<file path="src/rtl/cs_window_filter.sv">
// cs_window_filter: sliding-window sum/average filter with approximate-value output, handshakes and saturation
module cs_window_filter #(
  parameter int DW    = 8,
  parameter int DEPTH = 9,
  parameter int SHIFT = 3,
  parameter int OW    = 10
) (
  input  logic          clk,
  input  logic          reset,
  input  logic          flush,
  input  logic          mode,
  input  logic          in_valid,
  output logic          in_ready,
  input  logic [DW-1:0] in_data,
  output logic          out_valid,
  input  logic          out_ready,
  output logic [OW-1:0] out_data,
  output logic          out_sat
);
  localparam int SUMW = $clog2(DEPTH * (2**DW - 1) + 1);
  localparam int YW   = (SUMW > OW ? SUMW : OW) + 1;
  localparam int FW   = $clog2(DEPTH + 1);

  logic [DW-1:0]   r_win [DEPTH];
  logic [SUMW-1:0] r_sum;
  logic [FW-1:0]   r_fill;
  logic            r_out_valid;
  logic [OW-1:0]   r_out_data;
  logic            r_out_sat;

  logic            w_accept;
  logic [SUMW-1:0] w_sum_nxt;
  logic [DW-1:0]   w_avg;
  logic [DW-1:0]   w_xmax;
  logic [DW-1:0]   w_x;
  logic [YW-1:0]   w_y;
  logic            w_sat;

  assign in_ready  = !r_out_valid | out_ready;
  assign out_valid = r_out_valid;
  assign out_data  = r_out_data;
  assign out_sat   = r_out_sat;
  assign w_accept  = in_valid & in_ready;
  assign w_sum_nxt = r_sum - SUMW'(r_win[DEPTH-1]) + SUMW'(in_data);
  assign w_avg     = DW'(w_sum_nxt / SUMW'(DEPTH));
  assign w_x       = mode ? w_avg : w_xmax;
  assign w_y       = (YW'(DEPTH) * YW'(w_x) + YW'(w_sum_nxt)) >> SHIFT;
  assign w_sat     = w_y > YW'(2**OW - 1);

  // largest post-accept window sample not above the average; the window minimum always qualifies
  always_comb begin
    w_xmax = (in_data <= w_avg) ? in_data : '0;
    for (int k = 0; k < DEPTH - 1; k++)
      w_xmax = (r_win[k] <= w_avg && r_win[k] > w_xmax) ? r_win[k] : w_xmax;
  end

  // window shift, running sum, fill tracking and the single-entry output register
  always_ff @(posedge clk or negedge reset) begin
    if (!reset) begin
      r_win       <= '{default: '0};
      r_sum       <= '0;
      r_fill      <= '0;
      r_out_valid <= 1'b0;
      r_out_data  <= '0;
      r_out_sat   <= 1'b0;
    end else if (flush) begin
      r_win       <= '{default: '0};
      r_sum       <= '0;
      r_fill      <= '0;
      r_out_valid <= 1'b0;
      r_out_data  <= '0;
      r_out_sat   <= 1'b0;
    end else begin
      if (w_accept) begin
        r_win[0] <= in_data;
        for (int k = DEPTH - 1; k > 0; k--) r_win[k] <= r_win[k-1];
        r_sum  <= w_sum_nxt;
        r_fill <= (r_fill == FW'(DEPTH)) ? r_fill : r_fill + 1'b1;
      end
      if (w_accept && r_fill >= FW'(DEPTH - 1)) begin
        r_out_valid <= 1'b1;
        r_out_data  <= w_sat ? '1 : w_y[OW-1:0];
        r_out_sat   <= w_sat;
      end else if (out_ready) begin
        r_out_valid <= 1'b0;
      end
    end
  end
endmodule

</file>
<file path="config.mk">
export PLATFORM = sky130hd
export DESIGN_NAME = cs_window_filter
export DESIGN_NICKNAME = d
export VERILOG_FILES = /design/src/rtl/cs_window_filter.sv
export SDC_FILE = /design/constraint.sdc
export NUM_CORES = 1
export LEC_CHECK = 0
export ABC_AREA = 1
export ABC_CLOCK_PERIOD_IN_PS = 30200
export CORE_MARGIN = 2
export CORE_UTILIZATION = 45
export CTS_BUF_LIST = sky130_fd_sc_hd__clkbuf_8
export DETAILED_ROUTE_END_ITERATION = 12
export MAX_ROUTING_LAYER = met4
export SLEW_MARGIN = 20
export SYNTH_ARGS = -nofsm -noshare
export SYNTH_HDL_FRONTEND = slang
export SYNTH_SLANG_ARGS = --single-unit
export TNS_END_PERCENT = 100
</file>
<file path="constraint.sdc">
create_clock -name clk -period 30.2 [get_ports clk]
set_input_delay 6.04 -clock clk [delete_from_list [all_inputs] [get_ports clk]]
set_output_delay 6.04 -clock clk [all_outputs]
set_load 0.02 [all_outputs]
</file>
==> flow_summary.yaml, run 1 <==
run_status:
  status: "finished, final reports clean"
routing:
  drtIter0Drc: 557
  via_per_inst: 5.43
  firstDrtPassIters: 5
  wire_per_inst_um: 16.2
  route.detailed.drc: 0
  wl_um: 28000
  ant_nets: 0
  num_vias: 9356
clock_network:
  clk_pin_slew_worst_paths_ns: 0.11
  cts_root_buf: "clkbuf_8"
  cts_sinks: 100
  clockBufferDepth: 2
  numCtsBuffers: 9
  htree_levels: 3
  clock_latency_ns: 0.40
  hold_buffers: 0
  cts_tree: "done"
synth:
  avgSynthCellArea_um2: 7.26
  yosysSeqAreaShare_pct: 24.3
  synth_ff_type: "dfrtp_1"
  synth_edf_count: 0
  synth_top_area_cell: "dfrtp_1"
  synthTopCellsByCount: "nand2_1 (322), inv_1 (218), ha_1 (162), dfrtp_1 (100), nand3_1 (80)"
  synth_area_leaders: "dfrtp_1 (24%), ha_1 (20%), nand2_1 (12%)"
  yosysUniqueCellTypes: 48
  synthArstFlopShare_pct: 100
  synth_area_um2: 10300
  yosysMostFrequentCell: "nand2_1"
  synth_nets: 1607
  synth_top_cell_area_share_pct: 24.3
  ys_ff_latch: 100
  synth_cells: 1418
  ys_warn_count: 0
global_routing:
  grt.total_usage_pct: 24.6
  grt_use_met2_pct: 37.0
  first_global_vias: 8815
  grt_util_met1_pct: 35.0
  top_usage_layer: "met2"
  grt_max_degree: 78
  grtUsageMet3_pct: 3.79
  grt_pass1_wl_um: 46300
  grt_overflow: 0
  antenna_found_initial: 0
timing:
  fin_worst_skew_ns: 0.0155
  worst_slew_pin_slew_ns: 0.944
  setup_slack_ns: 2.42
  finalSetupViolations: 0
  holdWs_ns: 0.489
  min_period_ns: 27.78
  fmax_mhz: 36.0
  drv_slew: 0
  slew_headroom_pct: 37.0
  fin_crit_sh_pct: 92.0
  hold_viol_final: 0
placement:
  portBuffers: 26
  post-place-ws_ns: 1.09
  dpl.hpwl_um: 21900
  dp.cells: 1706
  postPlaceCellArea_um2: 10800
  place_congestion: 0.917
cells_and_area:
  multiInputGateArea_um2: 6780
  drive_above_1_share_pct: 8.14
  stdcell_count: 1723
  fillers: 2295
  area.sequential_um2: 2500
  fin_area_um2: 11100
  nets: 1622
  areaGrowthSynthToFinish_pct: 7.65
  antenna_cells: 0
setup_path:
  crit_type: "primary input to register"
  r2r_slack_ns: 8.25
  end_kind: "register"
  worstPathRequired_ns: 30.49
  crit_path_frequent_cell: "nand2_1"
  critPathSlowestCell: "fa_1"
  cp.arrival_ns: 28.07
  cp-start-kind: "primary input"
  cp_max_fo: 16
  slowest_delay_ns: 0.56
floorplan:
  dieArea_um2: 24100
  design.core.area_um2: 22600
  chipHeight_um: 155
  start_util_pct: 45.6
  ioPinCount: 27
  die_w_um: 155
  rows: 55
run:
  cap_viol_max_count: 0
min_path:
  min_path_type: "register to register"
## through the flow
step	TNS, ns	utilization [%]
global route	-0.00848	49.1
detailed placement	0	48.0
floorplan	0	-
finish	0	49.1
global placement	0	48.0
CTS	0	49.0
## path summary, 6_finish.rpt
check | start | to | cells past startpoint
worst max-delay path | in_data[2] | out_data[8] | 137
worst min-delay path | out_data[3] | out_data[3] | 2
worst max register to register | r_win[1] | out_data[8] | 133
worst min register to register | out_data[3] | out_data[3] | 2
max in group asynchronous | reset | r_win[60] | 2
min in group asynchronous | reset | r_win[57] | 1
## cell type report
cell class              count  share of cell area [%]
clock inverters             7                   0.960
flip-flops and latches    100                    22.6
clock buffers               9                    1.12
multi-input cells        1047                    61.2
well taps                 285                    3.22
inverters                 245                    8.34
repair buffers             30                    2.60
## critical path: cells and delay by family
| family | cells | cell delay, ns |
|---|---|---|
| compound gates | 28 | 5.81 |
| fa+ha+maj | 15 | 5.12 |
| simple gates | 73 | 8.36 |
| buf+inv | 20 | 2.37 |
| xor+xnor | 1 | 0.31 |
## placed cells by master (no fill, tap or decap), types with 4 or more instances in the layout
cell             Yosys  routed
o21ai_2              5       5
a21oi_2              5       5
o21a_1               7       7
inv_1              218     217
dfrtp_1            100     100
o21bai_1             6       6
clkinv_1             6       5
nand4_1             18      18
a21o_1               5       5
nand2_4             12      12
xor2_1              13      13
nor3_1              13      13
nand2_1            322     319
inv_2               21      22
a21oi_1             75      75
a211oi_1             5       5
nand3_2              8       8
clkbuf_8             0       9
ha_1               162     162
nand3_1             80      80
clkdlybuf4s50_1      0      25
buf_4                0       5
o21ai_1             23      30
fa_1                13      13
o21ai_0             66      59
o22ai_1             74      74
a221oi_1             4       4
xnor2_1              4       4
nor2_1              68      68
nand2_2             22      25
o211ai_1             7       7
## sequential cells by signal, indices dropped and copies added, names as in the netlist
register and count:
out_data 10, r_sum 12, r_fill 4, r_win 72, out_valid 1, out_sat 1
## what timing repair did
item                                    CTS  global route
endpoints found under the setup margin    0            10
setup buffers                             0             1
gates resized for setup                   0            10
## cells by family after synthesis
kind of cell | count (synthesis) | share of synthesized area, %
AND/OR/NAND/NOR | 560 | 24.9
AO/OA/AOI/OAI | 293 | 16.9
flip-flops | 100 | 24.3
adder cells (fa/ha/maj) | 175 | 22.2
buffers and inverters | 271 | 9.90
XOR/XNOR | 19 | 1.76
## routing by layer
layer  part of all wire, %  wire length (µm)
met2                    43             12100
met1                    50             14100
met3                   4.6              1290
met5                     0                 0
met4                   1.9               527
Power of run 1 is not shown: default switching activity piles up to over one toggle a cycle in this logic, so the estimate is an artifact.
==> inputs of run 2 (changes only) <==
--- a/config.mk
+++ b/config.mk
@@ -6,7 +6,7 @@
 export NUM_CORES = 1
 export LEC_CHECK = 0
 export ABC_AREA = 1
-export ABC_CLOCK_PERIOD_IN_PS = 30200
+export ABC_CLOCK_PERIOD_IN_PS = 34300
 export CORE_MARGIN = 2
 export CORE_UTILIZATION = 45
 export CTS_BUF_LIST = sky130_fd_sc_hd__clkbuf_8
==> constraint.sdc (replaced) <==
create_clock -name clk -period 34.3 [get_ports clk]
set_input_delay 6.86 -clock clk [delete_from_list [all_inputs] [get_ports clk]]
set_output_delay 6.86 -clock clk [all_outputs]
set_load 0.02 [all_outputs]
==> run 2 against run 1 <==
  * Final cell count is the same
  * Final area is 0.18% lower
  * Clock skew up 0.0064 ns
  * Critical path type unchanged
  * Die area stayed put
  * Wire length down 1.3%
  * Hold slack gained 0.0075 ns
  * Global-route usage rose by 0.46 points
==> flow_summary.yaml, run 2 (synthesized netlist as in run 1, its figures left out) <==
run_status:
  status: "finished, final reports clean"
setup_path:
  cp_max_fo: 16
  end_kind: "register"
  slowest_delay_ns: 0.54
  worstPathRequired_ns: 34.58
  cp.arrival_ns: 29.72
  crit_type: "primary input to register"
  critPathSlowestCell: "fa_1"
  crit_path_frequent_cell: "nand2_1"
  cp-start-kind: "primary input"
clock_network:
  hold_buffers: 0
  clock_latency_ns: 0.40
  cts_sinks: 100
  cts_setup_buffers: 0
  numCtsBuffers: 9
  cts_root_buf: "clkbuf_8"
  clk_pin_slew_worst_paths_ns: 0.11
  cts_tree: "done"
  clockBufferDepth: 2
  htree_levels: 3
  post_cts_resized: 0
global_routing:
  grt_pass1_wl_um: 47300
  antenna_found_initial: 0
  first_global_vias: 9211
  grt.total_usage_pct: 25.1
  grt_max_degree: 78
  grt_overflow: 0
timing:
  hold_viol_final: 0
  slew_headroom_pct: 36.5
  fin_tns_setup_ns: 0
  drv_slew: 0
  finalSetupViolations: 0
  min_period_ns: 29.44
  rsz0062_at_grt: "false"
  fin_worst_skew_ns: 0.0219
  fin_crit_sh_pct: 85.8
  fmax_mhz: 34.0
  worst_slew_pin_slew_ns: 0.953
routing:
  wl_met2_um: 12000
  route.detailed.drc: 0
  num_vias: 9272
  drtIter0Drc: 560
  wl_um: 27600
  firstDrtPassIters: 5
  ant_nets: 0
  top_layer: "met4"
  via_per_inst: 5.38
  wl_met1_um: 14100
  wire_per_inst_um: 16.0
  met3_length_um: 1130
floorplan:
  rows: 55
  chipHeight_um: 155
  die_w_um: 155
  design.core.area_um2: 22600
  dieArea_um2: 24100
  start_util_pct: 45.6
  ioPinCount: 27
placement:
  place_congestion: 0.930
  portBuffers: 26
  dpl.hpwl_um: 21600
cells_and_area:
  drive_above_1_share_pct: 7.93
  largest_register_ffs: 72
  final_common_cell: "nand2_1"
  antenna_cells: 0
  nets: 1622
  max_flop_register: "r_win"
  areaGrowthSynthToFinish_pct: 7.45
  mostFrequentLayoutCells: "nand2_1 (321), inv_1 (217), ha_1 (162)"
run:
  cap_viol_max_count: 0
min_path:
  min_path_type: "register to register"
-- run 2: per-stage QoR --
stage               setup slack (ns)  utilization (%)  cell area (µm²)  instances  hold WS [ns]
floorplan                       8.22                -            10300       1418         0.455
global placement                4.81             48.0            10800       1706         0.466
detailed placement              4.65             48.0            10800       1706         0.473
CTS                             5.03             48.9            11000       1722         0.498
global route                    2.38             49.0            11100       1723         0.521
finish                          4.86             49.0            11100       1723         0.496
-- run 2: cell type report --
type / instances / area (µm²)
Inverter: 245 / 920
Tap cell: 285 / 357
Fill cell: 2326 / 11500
Clock buffer: 9 / 124
Sequential cell: 100 / 2500
Clock inverter: 7 / 82.6
Multi-Input combinational cell: 1047 / 6770
Timing Repair Buffer: 30 / 300
-- run 2: worst max-delay path, delay by kind of cell --
family	cells	cell delay, ns
buffers and inverters	19	2.31
adders and majority gates	15	5.19
and+or+nand+nor	77	9.02
xor gates and xnor gates	1	0.30
AOI/OAI and AO/OA	30	5.95
-- run 2: final timing paths --
| path | startpoint | end | slack [ns] | cells past startpoint |
|---|---|---|---|---|
| worst max register to register | r_win[1] | out_data[8] | 11.53 | 140 |
| worst min register to register | out_data[3] | out_data[3] | 0.50 | 2 |
| worst min-delay path | out_data[3] | out_data[3] | 0.50 | 2 |
| max in group asynchronous | reset | out_data[2] | 26.84 | 3 |
| min in group asynchronous | reset | r_win[59] | 6.36 | 1 |
| worst max-delay path | in_data[1] | out_data[8] | 4.86 | 142 |
-- run 2: per-layer routing --
| layer | vias to the layer above | GRT usage, % |
|---|---|---|
| met4 | 0 | 4.98 |
| met1 | 4296 | 36.1 |
| li1 | 4769 | - |
| met3 | 24 | 3.23 |
| met2 | 183 | 38.1 |
| met5 | - | - |
Power of run 2 is left out for the same reason.
